## config.mk

```make
export PLATFORM = sky130hd
export DESIGN_NAME = fpu_div_seq
export DESIGN_NICKNAME = d
export VERILOG_FILES = /design/src/rtl/fpu_pkg.sv /design/src/rtl/fpu_special_detect.sv /design/src/rtl/fpu_div_seq.sv
export SDC_FILE = /design/constraint.sdc
export NUM_CORES = 1
export LEC_CHECK = 0
export BUFFER_PORTS_ARGS = -buffer_cell sky130_fd_sc_hd__buf_2
export CORE_AREA = 2 2 184 114
export DETAILED_ROUTE_END_ITERATION = 8
export DIE_AREA = 0 0 186 116
export PLACE_DENSITY = 0.79
export SYNTH_ARGS = -nofsm -noshare
export SYNTH_HDL_FRONTEND = slang
export SYNTH_SLANG_ARGS = --single-unit
```

## constraint.sdc

```tcl
create_clock -name clk -period 6.5 [get_ports clk]
set_input_delay 0.975 -clock clk [delete_from_list [all_inputs] [get_ports clk]]
set_output_delay 0.975 -clock clk [all_outputs]
set_load 0.01 [all_outputs]
```

## src/rtl/fpu_pkg.sv

```systemverilog
// Shared FP32 types, constants and classification helpers
// for the FPU datapath (add/sub and divide).
package fpu_pkg;

  localparam int         EXP_BIAS = 127;
  localparam logic [7:0] EXP_MAX  = 8'hFF;
  localparam logic [31:0] QNAN    = 32'h7FC0_0000;
  localparam logic [31:0] POS_INF = 32'h7F80_0000;

  typedef struct packed {
    logic        sign;
    logic [7:0]  exp;
    logic [22:0] man;
  } fp32_t;

  typedef enum logic [2:0] {
    IDLE,
    UNPACK,
    DIVIDE,
    ROUND,
    DONE
  } div_state_t;

  function automatic logic is_nan(fp32_t x);
    return (x.exp == EXP_MAX) && (x.man != '0);
  endfunction

  function automatic logic is_inf(fp32_t x);
    return (x.exp == EXP_MAX) && (x.man == '0);
  endfunction

  // Denormals count as zero: the datapath flushes them.
  function automatic logic is_zero(fp32_t x);
    return x.exp == '0;
  endfunction

  function automatic fp32_t ftz(fp32_t x);
    fp32_t y;
    y = x;
    if (x.exp == '0) y.man = '0;
    return y;
  endfunction

endpackage

```

## src/rtl/fpu_special_detect.sv

```systemverilog
// Special-operand classifier for FP32 divide:
// NaN, divide-by-zero, infinities and zeros.
module fpu_special_detect
  import fpu_pkg::*;
#(
  parameter logic [31:0] NAN_PAT = 32'h7FC0_0000
) (
  input  fp32_t       a,
  input  fp32_t       b,
  output logic        special,
  output logic [31:0] result,
  output logic        nan_error,
  output logic        div_by_zero
);

  logic sign;
  assign sign = a.sign ^ b.sign;

  always_comb begin
    special     = 1'b1;
    result      = '0;
    nan_error   = 1'b0;
    div_by_zero = 1'b0;
    priority case (1'b1)
      is_nan(a) || is_nan(b) ||
      (is_zero(a) && is_zero(b)) ||
      (is_inf(a) && is_inf(b)): begin
        result    = NAN_PAT;
        nan_error = 1'b1;
      end
      is_zero(b) && !is_inf(a): begin
        result      = {sign, EXP_MAX, 23'h0};
        div_by_zero = 1'b1;
      end
      is_inf(a):
        result = {sign, EXP_MAX, 23'h0};
      is_zero(a) || is_inf(b):
        result = {sign, 31'h0};
      default:
        special = 1'b0;
    endcase
  end

endmodule

```

## src/rtl/fpu_div_seq.sv

```systemverilog
// Iterative FP32 divider: restoring division, one quotient
// bit per cycle, round-to-nearest-even, flush-to-zero.
module fpu_div_seq #(
  parameter logic [31:0] QNAN = 32'h7FC0_0000,
  parameter int          ITER = 25
) (
  input  logic        clk,
  input  logic        rst_n,
  input  logic        in_valid,
  output logic        in_ready,
  input  logic [31:0] A,
  input  logic [31:0] B,
  output logic        out_valid,
  input  logic        out_ready,
  output logic [31:0] Result,
  output logic        NaN_error,
  output logic        div_by_zero
);
  import fpu_pkg::*;

  div_state_t state, nxt;

  fp32_t             a_q, b_q, a_d, b_d;
  logic              sign;
  logic signed [9:0] exp_q, exp_n, exp_r;
  logic [23:0]       mb, ma_n, mb_n;
  logic [24:0]       rem, q, rem_n, man_r;
  logic [4:0]        cnt;
  logic              a_lt, ge, inc;
  logic              spec, spec_nan, spec_dbz;
  logic [31:0]       spec_res, res_r;

  assign a_d = ftz(a_q);
  assign b_d = ftz(b_q);

  fpu_special_detect #(
    .NAN_PAT(QNAN)
  ) u_special (
    .a          (a_d),
    .b          (b_d),
    .special    (spec),
    .result     (spec_res),
    .nan_error  (spec_nan),
    .div_by_zero(spec_dbz)
  );

  assign ma_n  = {1'b1, a_d.man};
  assign mb_n  = {1'b1, b_d.man};
  assign a_lt  = ma_n < mb_n;
  assign exp_n = 10'(a_d.exp) - 10'(b_d.exp)
               + 10'(EXP_BIAS) - 10'(a_lt);

  assign ge    = rem >= {1'b0, mb};
  assign rem_n = ge ? rem - {1'b0, mb} : rem;

  // q[0] is the guard bit; nonzero remainder is sticky.
  assign inc   = q[0] & ((rem != '0) | q[1]);
  assign man_r = {1'b0, q[24:1]} + 25'(inc);
  assign exp_r = exp_q + $signed({9'b0, man_r[24]});

  always_comb begin
    res_r = {sign, exp_r[7:0], man_r[22:0]};
    if (man_r[24]) res_r[22:0] = man_r[23:1];
    if (exp_r >= 10'sd255)
      res_r = {sign, EXP_MAX, 23'h0};
    else if (exp_r <= 10'sd0)
      res_r = {sign, 31'h0};
  end

  assign in_ready  = state == IDLE;
  assign out_valid = state == DONE;

  always_comb begin
    nxt = state;
    unique case (state)
      IDLE:   if (in_valid) nxt = UNPACK;
      UNPACK: nxt = spec ? DONE : DIVIDE;
      DIVIDE: if (cnt == 5'(ITER - 1)) nxt = ROUND;
      ROUND:  nxt = DONE;
      DONE:   if (out_ready) nxt = IDLE;
      default: nxt = IDLE;
    endcase
  end

  always_ff @(posedge clk or negedge rst_n) begin
    if (!rst_n) state <= IDLE;
    else        state <= nxt;
  end

  always_ff @(posedge clk or negedge rst_n) begin
    if (!rst_n) begin
      a_q         <= '0;
      b_q         <= '0;
      sign        <= 1'b0;
      exp_q       <= '0;
      mb          <= '0;
      rem         <= '0;
      q           <= '0;
      cnt         <= '0;
      Result      <= '0;
      NaN_error   <= 1'b0;
      div_by_zero <= 1'b0;
    end else begin
      unique case (state)
        IDLE: if (in_valid) begin
          a_q <= A;
          b_q <= B;
        end
        UNPACK: begin
          sign <= a_q.sign ^ b_q.sign;
          if (spec) begin
            Result      <= spec_res;
            NaN_error   <= spec_nan;
            div_by_zero <= spec_dbz;
          end else begin
            rem   <= a_lt ? {ma_n, 1'b0} : {1'b0, ma_n};
            mb    <= mb_n;
            exp_q <= exp_n;
            q     <= '0;
            cnt   <= '0;
          end
        end
        DIVIDE: begin
          rem <= {rem_n[23:0], 1'b0};
          q   <= {q[23:0], ge};
          cnt <= cnt + 5'd1;
        end
        ROUND: begin
          Result      <= res_r;
          NaN_error   <= 1'b0;
          div_by_zero <= 1'b0;
        end
        DONE: ;
        default: ;
      endcase
    end
  end

endmodule

```

==> results of run 1 <==
==> area by class of cell <==
type,count,area share [%]
clock inverters,14,1.56
clock buffers,18,3.30
inverters,68,2.00
flip-flops and latches,191,36.8
repair buffers,114,4.67
multi-input cells,946,49.1
well taps,273,2.63
==> kinds of logic (layout without fill, tap and decap cells) <==
kind of cell               after synthesis  count (layout)  synth area share, %
adders and majority gates               70              70                 7.69
DFF                                    191             191                 40.9
muxes                                   85              85                 7.88
and+or+nand+nor                        426             426                 17.0
xor gates and xnor gates                57              57                 4.27
AOI/OAI and AO/OA                      308             308                 17.7
buffers and inverters                  131             214                 4.59
==> sequential cells by signal (all words and copies together), names as in the netlist <==
register     cells
b_q             23
Result          32
mb              24
cnt              5
exp_q           10
NaN_error        1
a_q             23
rem             25
q               25
sign             1
state            3
a_d              9
div_by_zero      1
b_d              9
==> layer usage <==
layer | wire [um] | vias up | GRT usage, %
met1 | 14300 | 4846 | 43.3
li1 | - | 4679 | -
met5 | 0 | - | 0
met4 | 433 | 0 | 7.77
met3 | 1920 | 38 | 4.27
met2 | 13400 | 352 | 45.1
==> worst max-delay path, stage by stage (launching register included) <==
cell and delay, ns:
dfrtp_1 0.41, or4_1 0.62, or2_2 0.52, and2_1 0.28
ha_1 0.30, a2111oi_0 0.39, o21ai_0 0.15, a21oi_1 0.23
o221ai_1 0.39, nor2_4 0.28, inv_6 0.11, ha_1 0.20
ha_1 0.21, fa_1 0.43, a21oi_1 0.18, o21bai_1 0.10
a21o_1 0.19, a21oi_1 0.23, nor2b_1 0.09, o41ai_1 0.24
==> metrics by stage <==
stage | worst slack [ns] | instance area (um2) | cells | hold slack, ns
floorplan | 1.52 | 11700 | 1268 | 0.418
global placement | 1.11 | 12400 | 1592 | 0.435
detailed placement | 0.949 | 12400 | 1592 | 0.440
CTS | 0.890 | 13000 | 1624 | 0.459
global route | 0.522 | 13000 | 1624 | 0.481
finish | 0.835 | 13000 | 1624 | 0.454
==> how the worst max path moves through the flow <==
stage	startpoint	depth (start not counted)	endpoint
2_1_floorplan	a_d[27]	21	exp_q[9]
3_3_place_gp	a_d[27]	19	exp_q[9]
3_5_place_dp	a_d[27]	19	exp_q[9]
4_1_cts	a_d[27]	19	exp_q[9]
5_1_grt	a_d[27]	19	exp_q[9]
6_report	a_d[27]	19	exp_q[9]
==> cell usage in the layout (no fill, tap or decap), types with 30 or more instances in the layout <==
cell / count
nand2_1: 193
dfrtp_1: 191
o21ai_0: 109
buf_2: 102
inv_1: 67
nor2_1: 67
ha_1: 67
mux2_2: 56
a21oi_1: 52
nand3_1: 33
xnor2_1: 30
==> results.toml, run 1 <==
[detailed_routing]
vias = 9915
first_pass_iters = 6
wl_per_cell_um = 18.5
drc = 0
drt_iter0_drc = 908
routed_wirelength_um = 30100
vias_per_cell = 6.11
ant_nets = 0

[yosys]
yosysWarnings = 0
synth_edf_count = 0
ys.flop_type = "dfrtp_1"
avgSynthCellArea_um2 = 9.21
syn_inst = 1268
synth_top_area_cell = "dfrtp_1"
synth.most_common_cell = "nand2_1"
synth_nets = 1406
synthesis.area_um2 = 11700
async_flop_share_pct = 100
ys_seq_elements = 191
yosys-top-cells-area = "dfrtp_1 (41%), ha_1 (7.2%), nand2_1 (6.2%)"
netlist-cell-type-count = 78
ys_seq_area_share_pct = 40.9
synth_top_cells_by_count = "nand2_1 (194), dfrtp_1 (191), o21ai_0 (109)"
synth_top_area_share_pct = 40.9

[grt]
grt.total_usage_pct = 29.2
grt_max_degree = 89
grt_pass1_wl_um = 49100
antenna_found_initial = 0
grt_pass1_vias = 9431
overflow = 0

[clocking]
cts-root-buf = "clkbuf_16"
cts_tree = "built"
cts_resized = 0
cts_max_level = 4
cts_sinks = 191
clk_pin_slew_ns = 0.08
cts-buffers-inserted = 17
insertion_delay_ns = 0.45
clock_path_buffers = 2
cts_setup_buffers = 0
hold_buffers = 0

[final_layout]
layout-drive-gt1-share_pct = 17.0
final_nets = 1476
multiInputGateArea_um2 = 6370
n_antenna_cell = 0
n_fill_cell = 1579
fin_util_pct = 65.7
seq_area_um2 = 4780
syn_to_final_growth_pct = 11.2

[die]
core-area_um2 = 19800
die_x_um = 186
die-area_um2 = 21600
initial_utilization_pct = 59.1
ioPinCount = 104
rows = 40
dieHeight_um = 116

[run_status]
status = "complete, no violations"

[timing]
min_period_ns = 5.67
fmax_mhz = 177
setup_viol = 0
rsz0062_at_grt = "no"
fin_skew_ns = 0.0116
slew_violations = 0
worst_pin_slew_ns = 0.985
relSlewSlack_pct = 34.3
tns_ns = 0
finalHoldViolCount = 0
post-route-period-util_pct = 87.2

[hold_path]
worstHoldPathType = "register to register"
hold_end = "mb[23]"
worstHoldStart = "mb[23]"
whs_path_depth = 2

[setup_path]
ff2ff_setup_slack_ns = 0.83
worst_r2r_startpoint = "a_d[27]"
path_max_fanout = 23
worst-r2r-cell-count = 19
cp-start-kind = "register"
arrival_ns = 6.00
worst_r2r_endpoint = "exp_q[9]"
cp-end-kind = "register"
worst_ep_required_time_ns = 6.83
critPathKind = "register to register"

[place]
place_hpwl_um = 21900
port-buffer-count = 103
gp_congestion = 0.963

[flow_run]
cap_violations = 0
Power of run 1 is not shown: default switching activity piles up to over one toggle a cycle in this logic, so the estimate is an artifact.
==> inputs of run 2 (changes only) <==
==> constraint.sdc (replaced) <==
create_clock -name clk -period 5.5 [get_ports clk]
set_input_delay 0.825 -clock clk [delete_from_list [all_inputs] [get_ports clk]]
set_output_delay 0.825 -clock clk [all_outputs]
set_load 0.01 [all_outputs]
==> results.toml, run 2 (synthesis gave the netlist of run 1 again) <==
[setup_path]
cp-start-kind = "register"
path_cells = "or4_1, or2_4, and2_1, ha_1, a2111oi_1, o21ai_0, a21oi_2, o221ai_1, nor2_4, inv_6, ha_1, ha_1, fa_1, a21oi_1, o21bai_1, a21o_1, a21oi_1, nor2b_1, o41ai_1"
critPathSlowestCell = "or4_1"
arrival_ns = 5.51
critPathKind = "register to register"
path_max_fanout = 16
cp-end-kind = "register"
crit_path_frequent_cell = "ha_1"
worst_ep_required_time_ns = 5.83
path_buf_inv = 1
critPathTopFamily = "compound AO/OA/AOI/OAI gates"
max_stage_delay_ns = 0.60

[timing]
rsz0062_at_grt = "no"
finalHoldViolCount = 0
relSlewSlack_pct = 32.4
worst_pin_slew_ns = 1.01
setup_viol = 0
fmax_mhz = 193
slew_violations = 0
tns_ns = 0
min_period_ns = 5.18
post-route-period-util_pct = 94.2
fin_skew_ns = 0.0112

[grt]
top_usage_layer = "met2"
use_met1_pct = 41.7
grt_pass1_vias = 9465
grt.total_usage_pct = 28.8
grt_pass1_wl_um = 48500
grt_use_met3_pct = 6.51
grt_max_degree = 102
overflow = 0
antenna_found_initial = 0
use_met2_pct = 44.0

[flow_run]
cap_violations = 0

[final_layout]
final_nets = 1478
final_common_cell = "nand2_1"
n_fill_cell = 1566
n_antenna_cell = 0
mostFrequentLayoutCells = "nand2_1 (193), dfrtp_1 (191), o21ai_0 (109)"
syn_to_final_growth_pct = 11.3
seq_area_um2 = 4780
largest_reg_flops = 32
top_register = "Result"
top_regs = "Result x32, q x25, rem x25"
multiInputGateArea_um2 = 6380
layout-drive-gt1-share_pct = 17.3

[place]
port-buffer-count = 103
place_hpwl_um = 21900
gp_congestion = 1.02

[detailed_routing]
vias_per_cell = 6.14
first_pass_iters = 8
drc = 0
ant_nets = 0
routed_wirelength_um = 30000
wl_per_cell_um = 18.4
vias = 9980
drt_iter0_drc = 945

[die]
initial_utilization_pct = 59.1
dieHeight_um = 116
die-area_um2 = 21600
rows = 40
die_x_um = 186
core-area_um2 = 19800
ioPinCount = 104

[clocking]
cts_max_level = 4
clock_path_buffers = 2
cts_sinks = 191
cts_tree = "built"
cts-root-buf = "clkbuf_16"
hold_buffers = 0
cts-buffers-inserted = 17
insertion_delay_ns = 0.45
clk_pin_slew_ns = 0.07

[hold_path]
worstHoldPathType = "input port to async pin"

[run_status]
status = "complete, no violations"
[run 2: cell types whose count changed in the layout (fill, tap and decap cells not counted), sizes merged]
cell | previous run | this run
inv | 73 | 69
bufinv | 4 | 2
clkbuf | 19 | 25
buf | 113 | 115
[run 2: what timing repair did]
item                       in CTS  in global routing
setup endpoints to repair       0                  2
gates resized for setup         0                  4
buffers inserted                0                  0
[run 2: per-stage QoR]
stage	setup WS (ns)	area (um2)	utilization [%]	cells	hold slack (ns)
2_1_floorplan	0.518	11700	-	1268	0.418
3_3_place_gp	0.338	12400	62.6	1594	0.432
3_5_place_dp	0.209	12400	62.6	1594	0.449
4_1_cts	0.172	13000	65.7	1626	0.466
5_1_grt	0.0299	13000	65.8	1626	0.499
6_report	0.321	13000	65.8	1626	0.459
[run 2: area by class of cell]
| type | instances | area share, % |
|---|---|---|
| clock buffer | 24 | 3.94 |
| clock inverter | 8 | 0.780 |
| inverter | 68 | 2.00 |
| multi-input combinational | 946 | 49.1 |
| sequential | 191 | 36.8 |
| tap | 273 | 2.63 |
| timing repair buffer | 116 | 4.78 |
[run 2: per-layer routing]
layer | vias to the layer above | part of all wire (%)
met5 | - | 0
met4 | 0 | 1.2
met2 | 415 | 44
met3 | 43 | 8.0
li1 | 4669 | -
met1 | 4853 | 47
[run 2: path summary, 6_finish.rpt]
kind	from	end	slack, ns	cells after the start
min reg2reg	mb[23]	mb[23]	0.47	2
max in group asynchronous	rst_n	mb[9]	3.89	2
max reg2reg	a_d[27]	exp_q[9]	0.32	19
min	rst_n	a_d[31]	0.46	1
min in group clk	mb[23]	mb[23]	0.47	2
max	a_d[27]	exp_q[9]	0.32	19
[run 2: worst reg2reg max path: stages (launching register included)]
cell	delay (ns)
dfrtp_1	0.42
or4_1	0.60
or2_4	0.37
and2_1	0.23
ha_1	0.31
a2111oi_1	0.40
o21ai_0	0.18
a21oi_2	0.18
o221ai_1	0.23
nor2_4	0.22
inv_6	0.11
ha_1	0.20
ha_1	0.20
fa_1	0.42
a21oi_1	0.18
o21bai_1	0.11
a21o_1	0.19
a21oi_1	0.21
nor2b_1	0.07
o41ai_1	0.24
Power of run 2 is left out for the same reason.
==> inputs of run 3 (changes only) <==
--- a/config.mk
+++ b/config.mk
@@ -6,10 +6,12 @@
 export NUM_CORES = 1
 export LEC_CHECK = 0
 export BUFFER_PORTS_ARGS = -buffer_cell sky130_fd_sc_hd__buf_2
-export CORE_AREA = 2 2 184 114
+export CELL_PAD_IN_SITES_DETAIL_PLACEMENT = 0
+export CELL_PAD_IN_SITES_GLOBAL_PLACEMENT = 1
+export CORE_AREA = 2 2 207 128
 export DETAILED_ROUTE_END_ITERATION = 8
-export DIE_AREA = 0 0 186 116
-export PLACE_DENSITY = 0.79
+export DIE_AREA = 0 0 209 130
+export PLACE_DENSITY_LB_ADDON = 0.1
 export SYNTH_ARGS = -nofsm -noshare
 export SYNTH_HDL_FRONTEND = slang
 export SYNTH_SLANG_ARGS = --single-unit
==> results.toml, run 3 (synthesis gave the netlist of run 1 again) <==
[detailed_routing]
wl_per_cell_um = 18.9
drc = 0
first_pass_iters = 5
routed_wirelength_um = 32000
ant_nets = 0
vias = 9565
vias_per_cell = 5.65
drt_iter0_drc = 793

[final_layout]
n_antenna_cell = 0
final_nets = 1481
layout-drive-gt1-share_pct = 17.5
top_register = "Result"
syn_to_final_growth_pct = 12.1
final_common_cell = "nand2_1"
final_area_um2 = 13100
top_regs = "Result x32, q x25, rem x25"
largest_reg_flops = 32
fin_cells = 1692
mostFrequentLayoutCells = "nand2_1 (193), dfrtp_1 (191), o21ai_0 (109)"

[place]
placedCellCount = 1660
place_hpwl_um = 23900
place_area_um2 = 12500
pre_cts_ws_ns = 0.387
gp_congestion = 0.879
port-buffer-count = 103

[timing]
finalHoldViolCount = 0
slew_violations = 0
setup_viol = 0
fin_ws_ns = 0.395
worst_pin_slew_ns = 1.07
fin_skew_ns = 0.0173
tns_ns = 0
post-route-period-util_pct = 92.8
min_period_ns = 5.11
rsz0062_at_grt = "no"
fmax_mhz = 196
relSlewSlack_pct = 28.6

[flow_run]
cap_violations = 0

[setup_path]
cp-start-kind = "register"
critPathKind = "register to register"
path_max_fanout = 7
cp-end-kind = "register"
worst_ep_required_time_ns = 5.85
arrival_ns = 5.46

[grt]
grt_pass1_vias = 9049
grt.total_usage_pct = 24.7
grt_max_degree = 124
grt_pass1_wl_um = 52200
antenna_found_initial = 0
overflow = 0

[clocking]
hold_buffers = 0
cts-root-buf = "clkbuf_16"
clk_pin_slew_ns = 0.07
cts_max_level = 4
cts_sinks = 191
cts-buffers-inserted = 17
clock_path_buffers = 2
cts_setup_buffers = 0
insertion_delay_ns = 0.46
cts_tree = "built"

[die]
die_x_um = 209
dieHeight_um = 130
core-area_um2 = 25600
ioPinCount = 104
initial_utilization_pct = 45.6
die-area_um2 = 27200
rows = 46

[hold_path]
worstHoldPathType = "register to register"

[run_status]
status = "complete, no violations"
==> run 3: changes by cell type in the layout (fill, tap and decap cells not counted), moves of 2 or more <==
cell and delta:
buf_4 +2, clkinv_4 +4, inv_6 +2, clkbuf_8 -5
==> run 3: final timing paths <==
check | start | endpoint | cells after the start | slack [ns]
setup / recovery | a_d[27] | exp_q[9] | 19 | 0.39
hold / removal | mb[23] | mb[23] | 2 | 0.46
setup reg to reg | a_d[27] | exp_q[9] | 19 | 0.39
hold reg to reg | mb[23] | mb[23] | 2 | 0.46
max in group asynchronous | rst_n | rem[23] | 2 | 4.04
min in group asynchronous | rst_n | a_d[31] | 1 | 0.53
==> run 3: area by class of cell <==
| cell class | count | area, um2 |
|---|---|---|
| Inverter | 68 | 260 |
| Timing Repair Buffer | 119 | 657 |
| Clock inverter | 13 | 153 |
| Multi-Input combinational cell | 946 | 6380 |
| Tap cell | 336 | 420 |
| Clock buffer | 19 | 443 |
| Sequential cell | 191 | 4780 |
| Fill cell | 2457 | 12500 |
==> run 3: critical path: stages (launching register included) <==
cell and delay (ns):
dfrtp_1 0.41, or4_1 0.60, or2_2 0.41, and2_1 0.24
ha_1 0.32, a2111oi_0 0.42, o21ai_0 0.15, a21oi_1 0.22
o221ai_1 0.23, nor2_4 0.25, inv_6 0.04, ha_1 0.17
ha_1 0.20, fa_1 0.40, a21oi_1 0.16, o21bai_1 0.10
a21o_1 0.19, a21oi_1 0.21, nor2b_1 0.08, o41ai_2 0.20
==> run 3: layer usage <==
metal,wire length [um],GRT usage [%]
met5,0,0
met4,346,5.38
met3,1500,4.89
met2,13200,35.6
met1,16900,38.1
==> run 3: through the flow <==
step | hold slack [ns] | utilization (%)
3_5_place_dp | 0.442 | 48.8
3_3_place_gp | 0.438 | 48.8
6_report | 0.456 | 51.1
2_1_floorplan | 0.418 | -
5_1_grt | 0.474 | 51.1
4_1_cts | 0.458 | 51.1
==> run 3: repair_timing <==
action                                 in CTS  in global routing
gates resized for setup                     0                  1
setup endpoints to repair                   0                  1
endpoints found under the hold margin       0                  0
Power of run 3 is left out for the same reason.
